## src/rtl/pio_isr_push_ctrl.sv

```systemverilog
// Per-state-machine ISR/RX FIFO push sequencer: decodes IN/PUSH strobes into
// ISR shift/clear and FIFO push commands, generates stall, keeps debug stats.
module pio_isr_push_ctrl #(
  parameter int STALL_CNT_W = 16
) (
  input  logic                   clk,
  input  logic                   reset,
  input  logic                   penable,
  input  logic                   exec_in,
  input  logic                   exec_push,
  input  logic                   push_block,
  input  logic                   push_iffull,
  input  logic [4:0]             in_shift,
  input  logic                   autopush,
  input  logic [4:0]             push_thresh,
  input  logic [5:0]             isr_count,
  input  logic [5:0]             isr_count_next,
  input  logic                   rx_full,
  input  logic                   clear_stats,
  output logic                   isr_shift,
  output logic                   isr_clear,
  output logic                   push_sel,
  output logic                   fifo_push,
  output logic                   stall,
  output logic                   rx_stall_flag,
  output logic                   rx_drop_flag,
  output logic [STALL_CNT_W-1:0] stall_cycles
);

  localparam logic [0:0] ST_IDLE = 1'b0;
  localparam logic [0:0] ST_WAIT = 1'b1;

  localparam logic [STALL_CNT_W-1:0] CNT_MAX = {STALL_CNT_W{1'b1}};
  localparam logic [STALL_CNT_W-1:0] CNT_ONE = {{(STALL_CNT_W-1){1'b0}}, 1'b1};

  logic [5:0]             thr_s;
  logic                   shift_s;
  logic                   clear_s;
  logic                   sel_s;
  logic                   push_s;
  logic                   stall_s;
  logic                   stall_set_s;
  logic                   drop_set_s;
  logic                   unused_s;
  logic [0:0]             state_r;
  logic                   rx_stall_flag_r;
  logic                   rx_drop_flag_r;
  logic [STALL_CNT_W-1:0] stall_cycles_r;

  // The ISR applies in_shift itself; isr_count_next already reflects it.
  assign unused_s = ^in_shift;

  assign thr_s = (push_thresh == 5'd0) ? 6'd32 : {1'b0, push_thresh};

  // Command decode; exec_push has priority over exec_in.
  always_comb begin
    shift_s     = 1'b0;
    clear_s     = 1'b0;
    sel_s       = 1'b0;
    push_s      = 1'b0;
    stall_s     = 1'b0;
    stall_set_s = 1'b0;
    drop_set_s  = 1'b0;
    if (reset || !penable) begin
      stall_s = 1'b0;
    end else if (exec_push) begin
      if (push_iffull && (isr_count < thr_s)) begin
        stall_s = 1'b0;
      end else if (!rx_full) begin
        push_s  = 1'b1;
        clear_s = 1'b1;
      end else if (push_block) begin
        stall_s     = 1'b1;
        stall_set_s = 1'b1;
      end else begin
        clear_s    = 1'b1;
        drop_set_s = 1'b1;
      end
    end else if (exec_in) begin
      if (!autopush || (isr_count_next < thr_s)) begin
        shift_s = 1'b1;
      end else if (!rx_full) begin
        // Push the post-shift word and clear in the same cycle.
        shift_s = 1'b1;
        push_s  = 1'b1;
        sel_s   = 1'b1;
        clear_s = 1'b1;
      end else begin
        stall_s = 1'b1;
      end
    end else begin
      stall_s = 1'b0;
    end
  end

  assign isr_shift = shift_s;
  assign isr_clear = clear_s;
  assign push_sel  = sel_s;
  assign fifo_push = push_s;
  assign stall     = stall_s;

  // Stall-history FSM, sticky flags and saturating stall counter.
  always_ff @(posedge clk) begin
    if (reset) begin
      state_r         <= ST_IDLE;
      rx_stall_flag_r <= 1'b0;
      rx_drop_flag_r  <= 1'b0;
      stall_cycles_r  <= '0;
    end else if (penable) begin
      case (state_r)
        ST_IDLE: state_r <= stall_s ? ST_WAIT : ST_IDLE;
        ST_WAIT: state_r <= stall_s ? ST_WAIT : ST_IDLE;
        default: state_r <= ST_IDLE;
      endcase

      if (stall_set_s) begin
        rx_stall_flag_r <= 1'b1;
      end else if (clear_stats) begin
        rx_stall_flag_r <= 1'b0;
      end

      if (drop_set_s) begin
        rx_drop_flag_r <= 1'b1;
      end else if (clear_stats) begin
        rx_drop_flag_r <= 1'b0;
      end

      // A stall cycle coincident with clear_stats restarts the count at one.
      if (stall_s) begin
        if (clear_stats) begin
          stall_cycles_r <= CNT_ONE;
        end else if (stall_cycles_r != CNT_MAX) begin
          stall_cycles_r <= stall_cycles_r + CNT_ONE;
        end
      end else if (clear_stats) begin
        stall_cycles_r <= '0;
      end
    end
  end

  assign rx_stall_flag = rx_stall_flag_r;
  assign rx_drop_flag  = rx_drop_flag_r;
  assign stall_cycles  = stall_cycles_r;

endmodule

```

## config.mk

```make
export PLATFORM = sky130hd
export DESIGN_NAME = pio_isr_push_ctrl
export DESIGN_NICKNAME = d
export VERILOG_FILES = /design/src/rtl/pio_isr_push_ctrl.sv
export SDC_FILE = /design/constraint.sdc
export NUM_CORES = 1
export LEC_CHECK = 0
export ABC_AREA = 1
export BUFFER_PORTS_ARGS = -buffer_cell sky130_fd_sc_hd__clkbuf_2
export CORE_MARGIN = 2
export CORE_UTILIZATION = 35
export CTS_CLUSTER_SIZE = 30
export DETAILED_ROUTE_END_ITERATION = 7
export SYNTH_ARGS = -nofsm -noshare
export SYNTH_HDL_FRONTEND = slang
export SYNTH_SLANG_ARGS = --single-unit
```

## constraint.sdc

```tcl
create_clock -name clk -period 1.88 [get_ports clk]
set_input_delay 0.188 -clock clk [delete_from_list [all_inputs] [get_ports clk]]
set_output_delay 0.188 -clock clk [all_outputs]
set_load 0.02 [all_outputs]
```

==> results of run 1 <==
## synth_stat cells (all sizes together)
cell type,instances,area [um^2]
nand2,64,268
inv,39,146
nor2,33,139
nand3,27,180
dfxtp,18,360
a21oi,17,123
nand4,12,90.1
ha,11,138
o21ai,7,35.0
xor2,5,43.8
buf,4,41.3
nand3b,4,30.0
nor3,3,26.3
clkbuf,2,7.51
or2,2,12.5
a21boi,1,7.51
a31o,1,8.76
and2,1,8.76
clkinv,1,3.75
o21a,1,7.51
## cell families (layout without fill, tap and decap cells)
kind of cell / Yosys count / count (layout) / share of synthesized area, %
adders and majority gates: 11 / 11 / 8.21
and+or+nand+nor: 146 / 147 / 45.0
xor gates and xnor gates: 5 / 5 / 2.61
DFF: 18 / 18 / 21.5
AOI/OAI and AO/OA: 27 / 27 / 10.8
buffers and inverters: 46 / 122 / 11.9
## worst paths after layout
kind,startpoint,end,slack (ns)
max,push_thresh[2],isr_clear,-0.04
min,push_block,rx_drop_flag,0.23
max reg2reg,stall_cycles[1],stall_cycles[1],0.10
min reg2reg,rx_drop_flag,rx_drop_flag,0.47
## power breakdown
group          internal [mW]  switching (mW)  total [mW]  leakage, nW
registers              0.395          0.0123       0.407        0.147
logic                  0.134           0.176       0.311        0.972
clock network          0.186           0.136       0.322       0.0288
## per-layer routing
| layer | wire length [um] | share of wire (%) | vias to the layer above | GRT usage, % |
|---|---|---|---|---|
| met5 | 0 | 0 | - | 0 |
| met4 | 23 | 0.47 | 0 | 2.67 |
| met3 | 328 | 6.8 | 2 | 2.76 |
| met2 | 2340 | 48 | 62 | 31.3 |
| met1 | 2170 | 45 | 851 | 23.9 |
| li1 | - | - | 975 | - |
## worst max-delay path: stages
cell and delay, ns:
sky130_fd_sc_hd__buf_6 0.10, sky130_fd_sc_hd__nor3_4 0.17, sky130_fd_sc_hd__nand3_2 0.11, sky130_fd_sc_hd__ha_4 0.24
sky130_fd_sc_hd__nand2_2 0.06, sky130_fd_sc_hd__nand2_2 0.05, sky130_fd_sc_hd__nor2_2 0.09, sky130_fd_sc_hd__nand2_1 0.06
sky130_fd_sc_hd__nor2_1 0.11, sky130_fd_sc_hd__nand2_2 0.09, sky130_fd_sc_hd__nand2_2 0.08, sky130_fd_sc_hd__o21ai_2 0.06
sky130_fd_sc_hd__o21ai_1 0.12, sky130_fd_sc_hd__inv_1 0.05, sky130_fd_sc_hd__clkbuf_8 0.14
## state kept, by name (all words and copies together), names as in the netlist
signal         count
rx_drop_flag       1
rx_stall_flag      1
stall_cycles      16
## timing repair
action | CTS | global route
pin swaps | 7 | 18
setup endpoints to repair | 4 | 21
setup buffers | 2 | 5
cloned | 0 | 1
gates resized for setup | 15 | 38
## layout make-up
class,count,share of cell area (%)
Clock buffer,4,2.27
Inverter,40,6.19
Tap cell,54,2.78
Timing Repair Buffer,78,22.3
Sequential cell,18,14.8
Multi-Input combinational cell,190,51.6
==> results_dict.tcl, run 1 <==
set metrics [dict create \
    fin_crit_ns 1.92 \
    cts_hold_repair.buffers 0 \
    cellPowerDensity_mw_per_mm2 428 \
    number_of_antenna_violations_at_the_first_check_in_global_routing 0 \
    synth.net_count 296 \
    synthDistinctLibCells 33 \
    ys_ff_latch 18 \
    grt_first_pass_wirelength_um 7780 \
    globalRouteOverflowTotal 0 \
    drt-wirelength-per-cell_um 12.6 \
    dp_hpwl_um 3630 \
    finalCritPeriodShare_pct 102 \
    yosys_warnings 0 \
    flow.area_growth_from_synthesis_pct 44.8 \
    final_core_utilization_pct 52.1 \
    nFillCells 458 \
    violations "setup timing" \
    track_usage_pct 18.0 \
    detail_route.drc_violations 0 \
    detail-route-antenna-nets 0 \
    timing.max_cap.violations 0 \
    first_global_vias 1769 \
    mostFrequentLayoutCells "47 x sky130_fd_sc_hd__nand2_1, 43 x sky130_fd_sc_hd__clkbuf_2, 33 x sky130_fd_sc_hd__inv_1" \
    cp_data_required_time_ns 1.69 \
    tritoncts_clock_tree "yes" \
    syn_area_mm2 0.00168 \
    via_count 1890 \
    cts.root.buffer_cell "sky130_fd_sc_hd__clkbuf_8" \
    port_buffers 49 \
    vdd_drop_max_v 0.000310 \
    syn_inst 253 \
    layout-drive-gt1-share_pct 43.6 \
    worstSetupStartpointType "input pin" \
    wl_um 4860 \
    post_synth.cell_area_avg_um2 6.63 \
    critical_setup_path_kind "input pin to primary output" \
    detail_route.first_pass.iterations 4 \
    timing.hold.ws_ns 0.232 \
    max_freq_mhz 520 \
    cts_made_buffers 3 \
    crit_path_end_kind "primary output" \
    instance_area_after_placement_mm2 0.00212 \
    antenna-diode-count 0 \
    fin_area_mm2 0.00243 \
    dieHeight_um 73.2 \
    clock_insertion_delay_worst_skew_ns 0.26 \
    report.final.slew_viol_count 0 \
    p_leak_nw 1.15 \
    layout.cells.non_filler 384 \
    post-route-worst-setup-slack_ns -0.0425 \
    place_worst_setup_slack_ns -0.220 \
    reg2reg_depth 10 \
    gp_congestion 0.844 \
    final_common_cell "sky130_fd_sc_hd__nand2_1" \
    placed_cells 373 \
    cp.arrival_ns 1.73 \
    finalHoldViolations 0 \
    placementRows 25 \
    io_pins 55 \
    initial_cell_density_of_the_core_pct 36.0 \
    post_drt_via_cell_ratio 4.92 \
    path_max_fanout 3 \
    worstHoldPathType "input pin to flip-flop" \
    drtIter0Drc 93 \
    die-area_mm2 0.00536 \
    htree_levels 1 \
    fin_worst_skew_ns 0.00566 \
    setup_viol 2 \
    slew_headroom_pct 45.3 \
    setup_repair_after_global_routing_missed_its_margin "true" \
    tns_ns -0.0650 \
    core_area_mm2 0.00466 \
    synth.yosys.seq_area_share_pct 21.5 \
    ctsLongestPathBuffers 2 \
    min_delay_path_depth 3 \
    power.total_mw 1.04 \
    multi_input_area_mm2 0.00125 \
    run_status "finished with violations" \
    clock-sinks 18 \
    nNetsFinal 374 \
    grt_start_max_net_pins 18 \
    area.sequential_um2 360 \
    worst_pin_slew_ns 0.819 \
    die_width_um 73.2 \
    path_clk_slew_ns 0.07 \
]
Note: power is estimated with default switching activity, not from simulation.
==> run 2: changes to the inputs <==
==> constraint.sdc (replaced) <==
create_clock -name clk -period 2.13 [get_ports clk]
set_input_delay 0.213 -clock clk [delete_from_list [all_inputs] [get_ports clk]]
set_output_delay 0.213 -clock clk [all_outputs]
set_load 0.02 [all_outputs]
==> results_dict.tcl, run 2 (same netlist as run 1, synthesis figures left out) <==
set metrics [dict create \
    detail-route-antenna-nets 0 \
    fin_worst_skew_ns 0.00453 \
    cts_hold_repair.buffers 0 \
    dp_hpwl_um 3350 \
    post_drt_via_cell_ratio 4.85 \
    clock-sinks 18 \
    gp_congestion 0.880 \
    worst_pin_slew_ns 0.466 \
    htree_levels 1 \
    globalRouteOverflowTotal 0 \
    detail_route.first_pass.iterations 4 \
    crit_path_end_kind "primary output" \
    post-route-worst-setup-slack_ns 0.0289 \
    finalHoldViolations 0 \
    crit_family "simple AND/OR/NAND/NOR gates" \
    worstPathCellList "buf_8 -> nor3_4 -> nand3_2 -> ha_4 -> nand2_2 -> nand2_2 -> nor2_2 -> nand2_1 -> nor2_2 -> nand2_2 -> buf_6 -> nand2_4 -> o21ai_4 -> o21ai_1 -> inv_1 -> buf_6" \
    critical-path-max-stage-delay_ns 0.27 \
    setup_repair_after_global_routing_missed_its_margin "true" \
    timing.max_cap.violations 0 \
    layout-drive-gt1-share_pct 36.6 \
    max_freq_mhz 476 \
    path_max_fanout 2 \
    cts.root.buffer_cell "sky130_fd_sc_hd__clkbuf_8" \
    drtIter0Drc 86 \
    post_cts_setup_repair_buffer_count 0 \
    reg2reg_depth 10 \
    p_leak_nw 1.05 \
    grt_start_max_net_pins 15 \
    finalCritPeriodShare_pct 98.6 \
    path_clk_slew_ns 0.07 \
    crit_buf_inv 4 \
    regToRegEndpoint "stall_cycles[10]" \
    place_worst_setup_slack_ns -0.112 \
    cp.arrival_ns 1.89 \
    placementRows 25 \
    slew_headroom_pct 68.9 \
    vdd_drop_max_v 0.000246 \
    mostFrequentLayoutCells "54 x sky130_fd_sc_hd__nand2_1, 45 x sky130_fd_sc_hd__clkbuf_2, 35 x sky130_fd_sc_hd__inv_1" \
    io_pins 55 \
    initial_cell_density_of_the_core_pct 36.0 \
    worstHoldPathType "input pin to flip-flop" \
    die-area_mm2 0.00536 \
    via_count 1784 \
    nNetsFinal 358 \
    worst_path_max_delay_cell "sky130_fd_sc_hd__ha_4" \
    clock_insertion_delay_worst_skew_ns 0.26 \
    ctsLongestPathBuffers 2 \
    final_core_utilization_pct 47.2 \
    crit_end "isr_clear" \
    cellPowerDensity_mw_per_mm2 404 \
    first_global_vias 1673 \
    fin_crit_ns 2.10 \
    report.final.slew_viol_count 0 \
    worstSetupStartpointType "input pin" \
    tritoncts_clock_tree "yes" \
    grt_first_pass_wirelength_um 7200 \
    cts_made_buffers 3 \
    final_common_cell "sky130_fd_sc_hd__nand2_1" \
    dieHeight_um 73.2 \
    largest_reg_flops 16 \
    track_usage_pct 17.0 \
    r2r_slack_ns 0.26 \
    port_buffers 49 \
    detail_route.drc_violations 0 \
    setup_viol 0 \
    number_of_antenna_violations_at_the_first_check_in_global_routing 0 \
    cp-startpoint "push_thresh[4]" \
    wl_um 4390 \
    tns_ns 0 \
    antenna-diode-count 0 \
    die_width_um 73.2 \
    critical_setup_path_kind "input pin to primary output" \
    flow.area_growth_from_synthesis_pct 31.1 \
    core_area_mm2 0.00466 \
    run_status "complete, no violations" \
    cp_data_required_time_ns 1.92 \
    drt-wirelength-per-cell_um 11.9 \
    timing.critical_path.depth 16 \
    most_prevalent_standard_cell_on_the_critical_path "sky130_fd_sc_hd__nand2_2" \
    worstReg2RegStart "stall_cycles[1]" \
]
==> run 2: changes by cell type in the layout (fill, tap and decap cells not counted), sizes merged <==
cell / change
nand2: -1
clkbuf: +1
buf: -16
==> run 2: what timing repair did <==
action,4_1_cts,5_1_grt
pin swaps,1,11
gates resized for setup,5,23
endpoints found under the setup margin,3,19
==> run 2: where the power goes <==
group	total [mW]	switching [mW]	leakage (nW)	internal (mW)
Combinational	0.241	0.140	0.877	0.101
Clock	0.286	0.122	0.0288	0.164
Sequential	0.361	0.0122	0.147	0.349
==> run 2: stage by stage <==
step	hold slack, ns	instances	power [mW]	cell area [um^2]
2_1_floorplan	0.387	253	0.505	1680
3_3_place_gp	0.461	364	0.585	2050
3_5_place_dp	0.462	364	0.587	2050
4_1_cts	0.241	368	0.882	2120
5_1_grt	0.265	368	0.942	2200
6_report	0.271	368	0.888	2200
==> run 2: how the worst min path moves through the flow <==
stage	from	to	slack (ns)	cells after the start
2_1_floorplan	push_block	rx_drop_flag	0.39	2
3_3_place_gp	rx_drop_flag	rx_drop_flag	0.46	2
3_5_place_dp	rx_drop_flag	rx_drop_flag	0.46	2
4_1_cts	push_block	rx_drop_flag	0.24	3
5_1_grt	push_block	rx_drop_flag	0.27	3
6_report	push_block	rx_drop_flag	0.27	3
==> run 2: metal layers <==
metal	vias up	share of wire, %	GRT usage, %	wire (um)
met4	0	0.39	3.91	17
met1	806	48	22.1	2110
li1	937	-	-	-
met5	-	0	0	0
met2	39	47	28.9	2070
met3	2	4.5	3.18	199
==> run 2: tightest hold or removal path, cell delays in order <==
cell	delay [ns]
sky130_fd_sc_hd__clkbuf_2	0.11
sky130_fd_sc_hd__or2_1	0.10
sky130_fd_sc_hd__a21oi_1	0.05
==> run 2: layout make-up <==
class / instances / area, um^2
Clock buffer: 4 / 55.1
Fill cell: 490 / 2460
Inverter: 40 / 150
Multi-Input combinational cell: 189 / 1180
Sequential cell: 18 / 360
Tap cell: 54 / 67.6
Timing Repair Buffer: 63 / 385
